==> config.mk <==
export PLATFORM = sky130hd
export DESIGN_NAME = ysyx_22040386_pc_unit
export DESIGN_NICKNAME = d
export VERILOG_FILES = /design/src/rtl/ysyx_22040386_pkg.sv /design/src/rtl/ysyx_22040386_pc_target.sv /design/src/rtl/ysyx_22040386_pc_unit.sv
export SDC_FILE = /design/constraint.sdc
export NUM_CORES = 1
export LEC_CHECK = 0
export ABC_CLOCK_PERIOD_IN_PS = 5300
export CAP_MARGIN = 30
export CORE_ASPECT_RATIO = 1.5
export CORE_UTILIZATION = 45
export DETAILED_ROUTE_END_ITERATION = 16
export PLACE_DENSITY_LB_ADDON = 0.2
export RECOVER_POWER = 100
export SYNTH_ARGS = -nofsm -noshare
export SYNTH_HDL_FRONTEND = slang
export SYNTH_SLANG_ARGS = --single-unit
==> constraint.sdc <==
create_clock -name clk -period 5.3 [get_ports clk]
set_input_delay 1.59 -clock clk [delete_from_list [all_inputs] [get_ports clk]]
set_output_delay 1.59 -clock clk [all_outputs]
set_load 0.01 [all_outputs]
==> src/rtl/ysyx_22040386_pkg.sv <==
// Shared constants and FSM encoding for the NPC fetch/PC stage.
package ysyx_22040386_pkg;

  localparam int XLEN = 64;
  localparam logic [XLEN-1:0] RESET_PC   = 64'h0000_0000_8000_0000;
  localparam logic [XLEN-1:0] INST_BYTES = XLEN'(4);

  typedef enum logic [1:0] {
    BOOT = 2'd0,
    REQ  = 2'd1,
    HOLD = 2'd2
  } pc_state_t;

endpackage

==> src/rtl/ysyx_22040386_pc_target.sv <==
// Redirect target adder with JALR LSB clear and 4-byte misalignment flag.
// Latency: purely combinational; no backpressure (no handshake).
module ysyx_22040386_pc_target
  import ysyx_22040386_pkg::*;
(
  input  logic            jalr,
  input  logic [XLEN-1:0] pc_ex,
  input  logic [XLEN-1:0] imm_ex,
  input  logic [XLEN-1:0] rs1_ex,
  output logic [XLEN-1:0] target,
  output logic            misalign
);

  logic [XLEN-1:0] base;
  logic [XLEN-1:0] sum;

  assign base     = jalr ? rs1_ex : pc_ex;
  assign sum      = base + imm_ex;
  assign target   = jalr ? {sum[XLEN-1:1], 1'b0} : sum;
  assign misalign = |target[1:0];

endmodule

==> src/rtl/ysyx_22040386_pc_unit.sv <==
// Fetch PC register, IFU req/ack FSM, redirect buffer, flush/misalign pulses.
// Latency: taken -> target address 1 cycle after the consuming edge; stall or missing ack holds pc and buffers redirects.
module ysyx_22040386_pc_unit
  import ysyx_22040386_pkg::*;
(
  input  logic            clk,
  input  logic            rst,
  input  logic            ex_valid,
  input  logic            Branch,
  input  logic            Jalr,
  input  logic [XLEN-1:0] pc_ex,
  input  logic [XLEN-1:0] imm_ex,
  input  logic [XLEN-1:0] rs1_ex,
  input  logic            stall,
  input  logic            ifu_ack,
  output logic            ifu_req,
  output logic [XLEN-1:0] ifu_addr,
  output logic [XLEN-1:0] pc,
  output logic            flush,
  output logic            misalign
);

  pc_state_t       state;
  pc_state_t       state_nxt;
  logic            pc_upd;
  logic            taken;
  logic            tgt_mis;
  logic [XLEN-1:0] target;
  logic            redir_v;
  logic [XLEN-1:0] redir_pc;
  logic [XLEN-1:0] next_seq;
  logic [XLEN-1:0] pc_nxt;

  ysyx_22040386_pc_target u_target (
    .jalr     (Jalr),
    .pc_ex    (pc_ex),
    .imm_ex   (imm_ex),
    .rs1_ex   (rs1_ex),
    .target   (target),
    .misalign (tgt_mis)
  );

  assign taken    = ex_valid & Branch;
  assign next_seq = redir_v ? redir_pc : pc + INST_BYTES;
  assign pc_nxt   = taken ? target : next_seq;
  assign ifu_req  = (state == REQ);
  assign ifu_addr = pc;

  always_comb begin
    state_nxt = state;
    pc_upd    = 1'b0;
    case (state)
      BOOT: state_nxt = REQ;
      REQ: begin
        // An acked fetch under stall is kept; pc waits in HOLD until release.
        if (ifu_ack) begin
          if (stall) state_nxt = HOLD;
          else       pc_upd    = 1'b1;
        end
      end
      HOLD: begin
        if (!stall) begin
          state_nxt = REQ;
          pc_upd    = 1'b1;
        end
      end
      default: state_nxt = BOOT;
    endcase
  end

  always_ff @(posedge clk) begin
    if (rst) begin
      state    <= BOOT;
      pc       <= RESET_PC;
      redir_v  <= 1'b0;
      redir_pc <= RESET_PC;
      flush    <= 1'b0;
      misalign <= 1'b0;
    end else begin
      state    <= state_nxt;
      flush    <= taken;
      misalign <= taken & tgt_mis;
      if (pc_upd) begin
        pc      <= pc_nxt;
        redir_v <= 1'b0;
      end else if (taken) begin
        redir_v  <= 1'b1;
        redir_pc <= target;
      end
    end
  end

endmodule

==> metrics.txt, run 1 <==
ys flop type dfxtp_1; Worst EP required between 5000 and 6000 ps; CORE AREA around 27000 µm²; critical path type in2reg; pwr dens approximately 230 nW/µm²; largest area contributor in the netlist dfxtp_1; Worst Hold Path EP redir_pc[1]; H-tree depth 4; initial DRC count 1137; Tcrit/Tclk final a little over nine tenths; Post-synth EDFFs 0; post-CTS setup buffers 0; Post-synth ARST share 0%; critical path endpoint category flip-flop; Reg-to-Reg Start ifu_addr[2]; io pins 330; Least-Margin Pin Slew 1670 ps; number of routed nets with antenna violations 0; routed len/inst around 18 µm; flop-to-flop setup slack about 1600 ps; R2R depth 9; area added between synthesis and finish 35.5%; antenna diode count 0; Post-Place Setup Slack -210 ps; worst hold path class reg2reg; Final WS setup around 200 ps; DRC Markers 0; Seq/Total Area, Yosys 21.9%; CP Max Fanout 17; status finished with violations; Final HPWL DP roughly 33000 µm; Tmin final just over 5000 ps; CTS root buf clkbuf_16; number of distinct library cells after synthesis 72; clock skew around 9.7 ps; Congestion Overflow GR 0; drt pass-1 iters 7; gr usage total 30.6%; post-synthesis cell count 1701; min-delay src redir_pc[1]; Post-Syn Area around 12000 µm²; final hold vios 0; GPL Wtd Cong around 0.95; CTS Buffer Depth 2; Clock Sinks between 100 and 150; Syn Nets between 1500 and 2000; Util after Layout approximately 62%; Hold Buf Count CTS 0; Leak slightly below 7 nW; Yosys top cell area share 21.9%; fill cell count between 2000 and 2500; number of port buffers about 330; initial antenna violation count 0; Worst setup SP type primary input; layout cells sized above 1 between 10% and 20%; Critical Path Source Jalr; Die W approximately 140 µm; Num CTS Buffers 17; Max-Cap Viols 2; fin. max-slew vios approximately 110; first-pass GRT wire length about 67000 µm; via/cell ratio around 5.8; syn_area_per_cell 7.15 µm²; vias in the first global route ~13000; Setup-failing EPs final 0; Synth Warn # 0; RR Endpoint ifu_addr[62]; CP arrival between 5000 and 6000 ps; Skew-Pair Late Insertion Delay 430 ps; DRT Wirelength around 42000 µm; Fmax achieved slightly below 200 MHz; violations in the final reports capacitance limit, slew limit; Die Span Y around 200 µm; largest net degree at the start of global routing 99; Initial Util between 40% and 50%; Hold Crit Depth 2; via count approximately 14000; Synth area leaders dfxtp_1, a21oi_1, nand2_1; die footprint between 20000 and 30000 µm²; Max rail drop VDD 239 µV; RSZ-0062 raised after global routing false; Post-CTS Resized 0; row count 73; post-synthesis register bit count 133; Slew headroom -11.2%; nets about 2300; CTS tree yes; clk slew on worst S/H paths around 60 ps
==> worst max path at each step <==
stage	slack [ps]	cells after the start	end
CTS	230	16	ifu_addr[63]
floorplan	160	14	ifu_addr[62]
finish	200	16	ifu_addr[62]
global route	4	16	ifu_addr[63]
detailed placement	-210	16	ifu_addr[63]
global placement	-80	16	ifu_addr[62]
==> cell usage after synthesis, drive strengths merged (36+ instances only) <==
cell type,count
a21oi,198
buf,77
clkbuf,93
dfxtp,133
ha,67
mux2,67
nand2,252
nand3,52
nand4,36
nor2,141
o21ai,129
xnor2,56
xor2,49
==> cell type report <==
cell class / instances / area, µm² / share of cell area, %
clock buffers: 18 / 429 / 2.60
inverters: 34 / 128 / 0.774
clock inverters: 14 / 130 / 0.789
well taps: 337 / 422 / 2.56
flip-flops and latches: 133 / 2660 / 16.2
repair buffers: 457 / 4220 / 25.6
multi-input cells: 1364 / 8500 / 51.5
==> report_power, final <==
part,leakage (nW),internal (mW),switching [mW]
Sequential,1.08,1.07,0.0635
Clock,0.271,0.648,0.473
Combinational,5.37,0.665,0.813
==> flip-flops by register name (all words and copies together) (netlist names) <==
register	flops
ifu_addr	64
redir_v	1
state	2
redir_pc	64
misalign	1
flush	1
==> worst max-delay path, cell delays in order <==
cell	delay (ps)
buf_2	390
mux2_2	400
ha_1	210
fa_1	390
a21oi_1	330
or2_0	230
a211oi_1	110
o21ai_0	190
buf_4	150
a211oi_2	70
or2_2	310
a211oi_1	250
clkbuf_1	180
o41a_1	210
nor4_1	70
a311o_1	320
==> metal layers <==
layer	GRT usage (%)	routed length, µm
met1	38.8	17400
met2	52.8	21000
met3	3.28	2850
met4	10.9	1180
met5	0	0
==> through the flow <==
stage          hold WS (ps)  setup TNS [ps]  area, µm²  power [mW]  instances
4_1_cts                 452               0      16600        3.75       2357
3_5_place_dp            443           -1510      16000        2.63       2325
3_3_place_gp            437            -280      16000        2.61       2324
6_report                451               0      16500        3.73       2357
5_1_grt                 470               0      16500        3.91       2357
2_1_floorplan           431               0      12200        1.98       1701
==> placed cells by master (no fill, tap or decap), types with 16 or more instances in the layout <==
cell type,n
xor2_1,49
nand4_1,35
buf_4,106
a21oi_1,198
dfxtp_1,132
nand2_1,250
nor3_1,33
clkbuf_16,17
a211oi_1,26
a31oi_1,16
mux2_2,67
clkdlybuf4s50_1,195
o21ai_0,128
xnor2_1,56
o21bai_1,23
ha_1,67
a21o_1,34
nor2_1,140
nand3_1,52
inv_1,34
and3_1,19
dlygate4sd3_1,132
==> logic make-up (layout without fill, tap and decap cells) <==
family | after synthesis | in the layout | share of synthesized area [%]
and+or+nand+nor | 608 | 608 | 22.9
adders and majority gates | 68 | 68 | 7.05
AOI/OAI and AO/OA | 509 | 509 | 25.4
muxes | 74 | 74 | 6.78
DFF | 133 | 133 | 21.9
xor gates and xnor gates | 105 | 105 | 7.56
buffers and inverters | 204 | 523 | 8.37
(Power assumes the default switching activity.)
==> inputs of run 2 (changes only) <==
DONT_BUFFER_PORTS = 1   (was not set)
==> run 2 against run 1 <==
Core utilization is 15 points lower. Setup slack better by 150 ps. Clock skew hardly changed. Worst hold slack better by 1.4 ps. The flow still finishes with violations (capacitance limit, slew limit). Total power is 5.5% lower. Die area stayed put. Critical path depth is 4 lower. Critical endpoint is now redir_pc[60].
==> metrics.txt, run 2 (synthesis results as in run 1) <==
status finished with violations; violations in the final reports capacitance limit, slew limit; Max rail drop VDD 196 µV; CTS root buf clkbuf_16; Least-Margin Pin Slew approximately 2400 ps; number of routed nets with antenna violations 0; Worst Path Buf+Inv 0; vias in the first global route around 11000; CP max stage cell o31ai_1; Worst setup SP type primary input; Tmin final between 4000 and 5000 ps; clock skew 10.1 ps; Post-CTS Resized 0; CP arrival between 5000 and 6000 ps; number of port buffers 0; clk slew on worst S/H paths 60 ps; Fmax achieved between 200 and 250 MHz; layout cells sized above 1 approximately 8%; gr usage total between 20% and 30%; DP Area 11900 µm²; die footprint about 28000 µm²; first-pass GRT wire length just over 60000 µm; Clock Sinks roughly 130; drt pass-1 iters 5; critical path type in2reg; Final HPWL DP between 20000 and 30000 µm; DRC Markers 0; Num CTS Buffers 17; antenna diode count 0; CTS tree yes; CTS Buffer Depth 2; row count 73; min-delay src redir_pc[53]; Slew headroom -57.6%; initial DRC count 860; Reg-to-Reg Start state[1]; nets ~1800; routed len/inst ~20 µm; via count roughly 12000; Initial Util about 46%; Setup TNS 0 ps; worst hold path class reg2reg; crit path cell chain mux2_2, ha_1, and4_1, and3_1, o21ai_0, a211oi_1, nor3_2, o31ai_1, a31oi_1, o21a_1, or4_1, nand3_1; via/cell ratio approximately 6.2; Tot Pwr roughly 3.5 mW; final hold vios 0; storage element area 2670 µm²; fill cell count 2750; largest net degree at the start of global routing ~110; DRT Wirelength between 30000 and 40000 µm; pwr dens between 200 and 300 nW/µm²; Top delay family on crit path compound AO/OA/AOI/OAI gates; GPL Wtd Cong approximately 0.92; CP Max Fanout 65; CORE AREA roughly 27000 µm²; H-tree depth 4; critical path endpoint category flip-flop; Hold Buf Count CTS 0; Hold WS approximately 450 ps; Max-Cap Viols 2; Tcrit/Tclk final just over 90%; Critical Path Source Jalr; Worst EP required roughly 5700 ps; Die W 136 µm; Congestion Overflow GR 0; fin. max-slew vios 75; area added between synthesis and finish 2.36%; Skew-Pair Late Insertion Delay around 440 ps; post-CTS setup buffers 0; Util after Layout between 40% and 50%; crit-path max cell delay slightly below 600 ps; Setup-failing EPs final 0; area of the multi-input gates between 8000 and 9000 µm²; Leak ~4.6 nW; commonest non-fill, non-tap cell in the layout nand2_1; RSZ-0062 raised after global routing false; Finished Cell Area about 12000 µm²; Die Span Y a little over 200 µm; io pins 330; commonest non-fill, non-tap cells in the layout nand2_1, a21oi_1, nor2_1; initial antenna violation count 0
run 2: where the power goes:
part / switching (mW) / internal [mW]
Clock: 0.486 / 0.792
Combinational: 0.692 / 0.391
Sequential: 0.0968 / 1.07
Total: 1.27 / 2.25
run 2: metal layers:
metal / global-route usage, % / part of all wire (%) / vias to the layer above
met1: 37.0 / 43 / 5574
met4: 9.05 / 2.4 / 0
met5: 0 / 0 / -
met3: 5.10 / 7.1 / 61
li1: - / - / 5775
met2: 46.3 / 47 / 501
run 2: worst register-to-register path, delay by kind of cell (launching register included):
kind / cells / cell delay [ps]
buf+inv: 3 / 960
fa+ha+maj: 1 / 270
simple gates: 3 / 1890
flops: 1 / 320
compound gates: 2 / 440
run 2: final timing paths:
kind | to | slack [ps] | depth (start not counted)
worst max-delay path | redir_pc[60] | 340 | 12
worst min-delay path | redir_pc[53] | 450 | 2
worst max register to register | redir_pc[16] | 1340 | 9
worst min register to register | redir_pc[53] | 450 | 2
run 2: cell type report:
type | count | area share [%]
multi-input cells | 1364 | 68.0
flip-flops and latches | 133 | 21.4
clock buffers | 18 | 3.45
well taps | 337 | 3.38
clock inverters | 14 | 1.60
repair buffers | 21 | 1.18
inverters | 34 | 1.02
run 2: per-stage QoR:
step | instances | setup slack [ps]
6_report | 1921 | 345
5_1_grt | 1921 | 168
4_1_cts | 1921 | 551
3_5_place_dp | 1889 | 82.7
2_1_floorplan | 1701 | 163
3_3_place_gp | 1889 | 149
==> inputs of run 3 (changes only) <==
CTS_CLUSTER_SIZE = 16   (was not set)
GPL_ROUTABILITY_DRIVEN = 0   (was not set)
==> run 3 against run 2 <==
The flow still finishes with violations (capacitance limit, slew limit). Via count rose by 0.26%. Clock-buffer cell count increased by 1. Global-route usage is 0.44 points lower. Fmax grew 1.2%. Worst hold slack worse by 6.2 ps. Die area stayed put. Sequential power hardly changed. First-iteration DRC count unchanged. Setup slack improved by 57 ps. Clock power barely moved. Largest cell class unchanged.
==> metrics.txt, run 3 (synthesis results as in run 1) <==
CP arrival 5250 ps; Leak 4.61 nW; clock skew approximately 9.8 ps; gr usage total 27.8%; RSZ-0062 raised after global routing false; H-tree depth 4; DRC Markers 0; Skew-Pair Late Insertion Delay around 440 ps; Non-Filler Instances ~1900; CORE AREA roughly 27000 µm²; layout cells sized above 1 around 8%; number of port buffers 0; Least-Margin Pin Slew about 2600 ps; initial antenna violation count 0; Setup-failing EPs final 0; largest net degree at the start of global routing between 100 and 150; Hold WS ~450 ps; commonest non-fill, non-tap cell in the layout nand2_1; die footprint around 28000 µm²; Die W around 140 µm; Fmax achieved 204 MHz; via/cell ratio a little over 6; CTS root buf clkbuf_16; initial DRC count 860; Worst setup SP type primary input; io pins between 300 and 400; Hold Buf Count CTS 0; status finished with violations; dpl cells about 1900; area added between synthesis and finish 2.36%; worst hold path class reg2reg; Setup TNS 0 ps; nets about 1800; Max-Cap Viols 2; Post-CTS Resized 0; CTS tree yes; Slew headroom -72.3%; Max rail drop VDD around 160 µV; CTS Buffer Depth 2; critical path endpoint category flip-flop; clk slew on worst S/H paths around 60 ps; violations in the final reports capacitance limit, slew limit; row count 73; flop-to-flop setup slack between 1000 and 1500 ps; DRT Wirelength about 40000 µm; final hold vios 0; number of routed nets with antenna violations 0; first-pass GRT wire length roughly 60000 µm; Finished Cell Area 12500 µm²; Initial Util between 40% and 50%; Num CTS Buffers 17; CP Max Fanout 35; commonest non-fill, non-tap cells in the layout nand2_1, a21oi_1, nor2_1; vias in the first global route approximately 11000; critical path type in2reg; Clock Sinks about 130; Worst EP required 5650 ps; drt pass-1 iters 5; Tcrit/Tclk final slightly above 90%; Congestion Overflow GR 0; Die Span Y a little over 200 µm; via count roughly 12000; routed len/inst just over 20 µm; antenna diode count 0; Tot Pwr between 3 and 4 mW; post-CTS setup buffers 0; pwr dens approximately 280 nW/µm²; Tmin final 4900 ps; fin. max-slew vios around 80; Final HPWL DP 29500 µm; DP Area roughly 12000 µm²
==> run 3: changes by cell type in the layout (fill, tap and decap cells not counted), sizes merged <==
| cell | delta |
|---|---|
| clkinv | -2 |
| clkbuf | +1 |
| buf | -3 |
| inv | +1 |
==> run 3: final cells by class <==
cell class | instances | area [µm²]
flip-flops and latches | 133 | 2670
clock buffers | 19 | 453
fillers | 2707 | 14100
multi-input cells | 1364 | 8470
repair buffers | 18 | 125
inverters | 34 | 128
well taps | 337 | 422
clock inverters | 13 | 194
==> run 3: through the flow <==
stage / utilization (%) / setup slack (ps)
2_1_floorplan: - / 163
3_3_place_gp: 44.6 / 303
3_5_place_dp: 44.6 / 186
4_1_cts: 47.0 / 632
5_1_grt: 46.9 / 274
6_report: 46.9 / 402
==> run 3: per-layer routing <==
layer | part of all wire (%) | routed length [µm] | global-route usage (%) | up-vias
met5 | 0 | 0 | 0 | -
met4 | 2.8 | 1100 | 10.6 | 0
met3 | 7.6 | 2970 | 4.40 | 69
met2 | 47 | 18400 | 45.8 | 505
met1 | 43 | 16700 | 35.9 | 5603
li1 | - | - | - | 5765
==> run 3: worst max-delay path, cell delays in order <==
cell,delay (ps)
nand2_1,520
nor2_1,1910
clkbuf_2,860
nor2_1,100
a211oi_1,230
==> run 3: worst paths after layout <==
| check | endpoint | cells past startpoint | from |
|---|---|---|---|
| hold / removal | redir_pc[53] | 2 | redir_pc[53] |
| setup reg to reg | redir_pc[15] | 9 | state[1] |
| hold reg to reg | redir_pc[53] | 2 | redir_pc[53] |
| setup / recovery | redir_pc[15] | 5 | Branch |
==> run 3: report_power, final <==
part	internal [mW]	leakage, nW	total [mW]	switching, mW
sequential	1.07	1.08	1.16	0.0967
clock	0.819	0.315	1.30	0.480
combinational	0.389	3.22	1.07	0.684
total	2.27	4.61	3.54	1.26
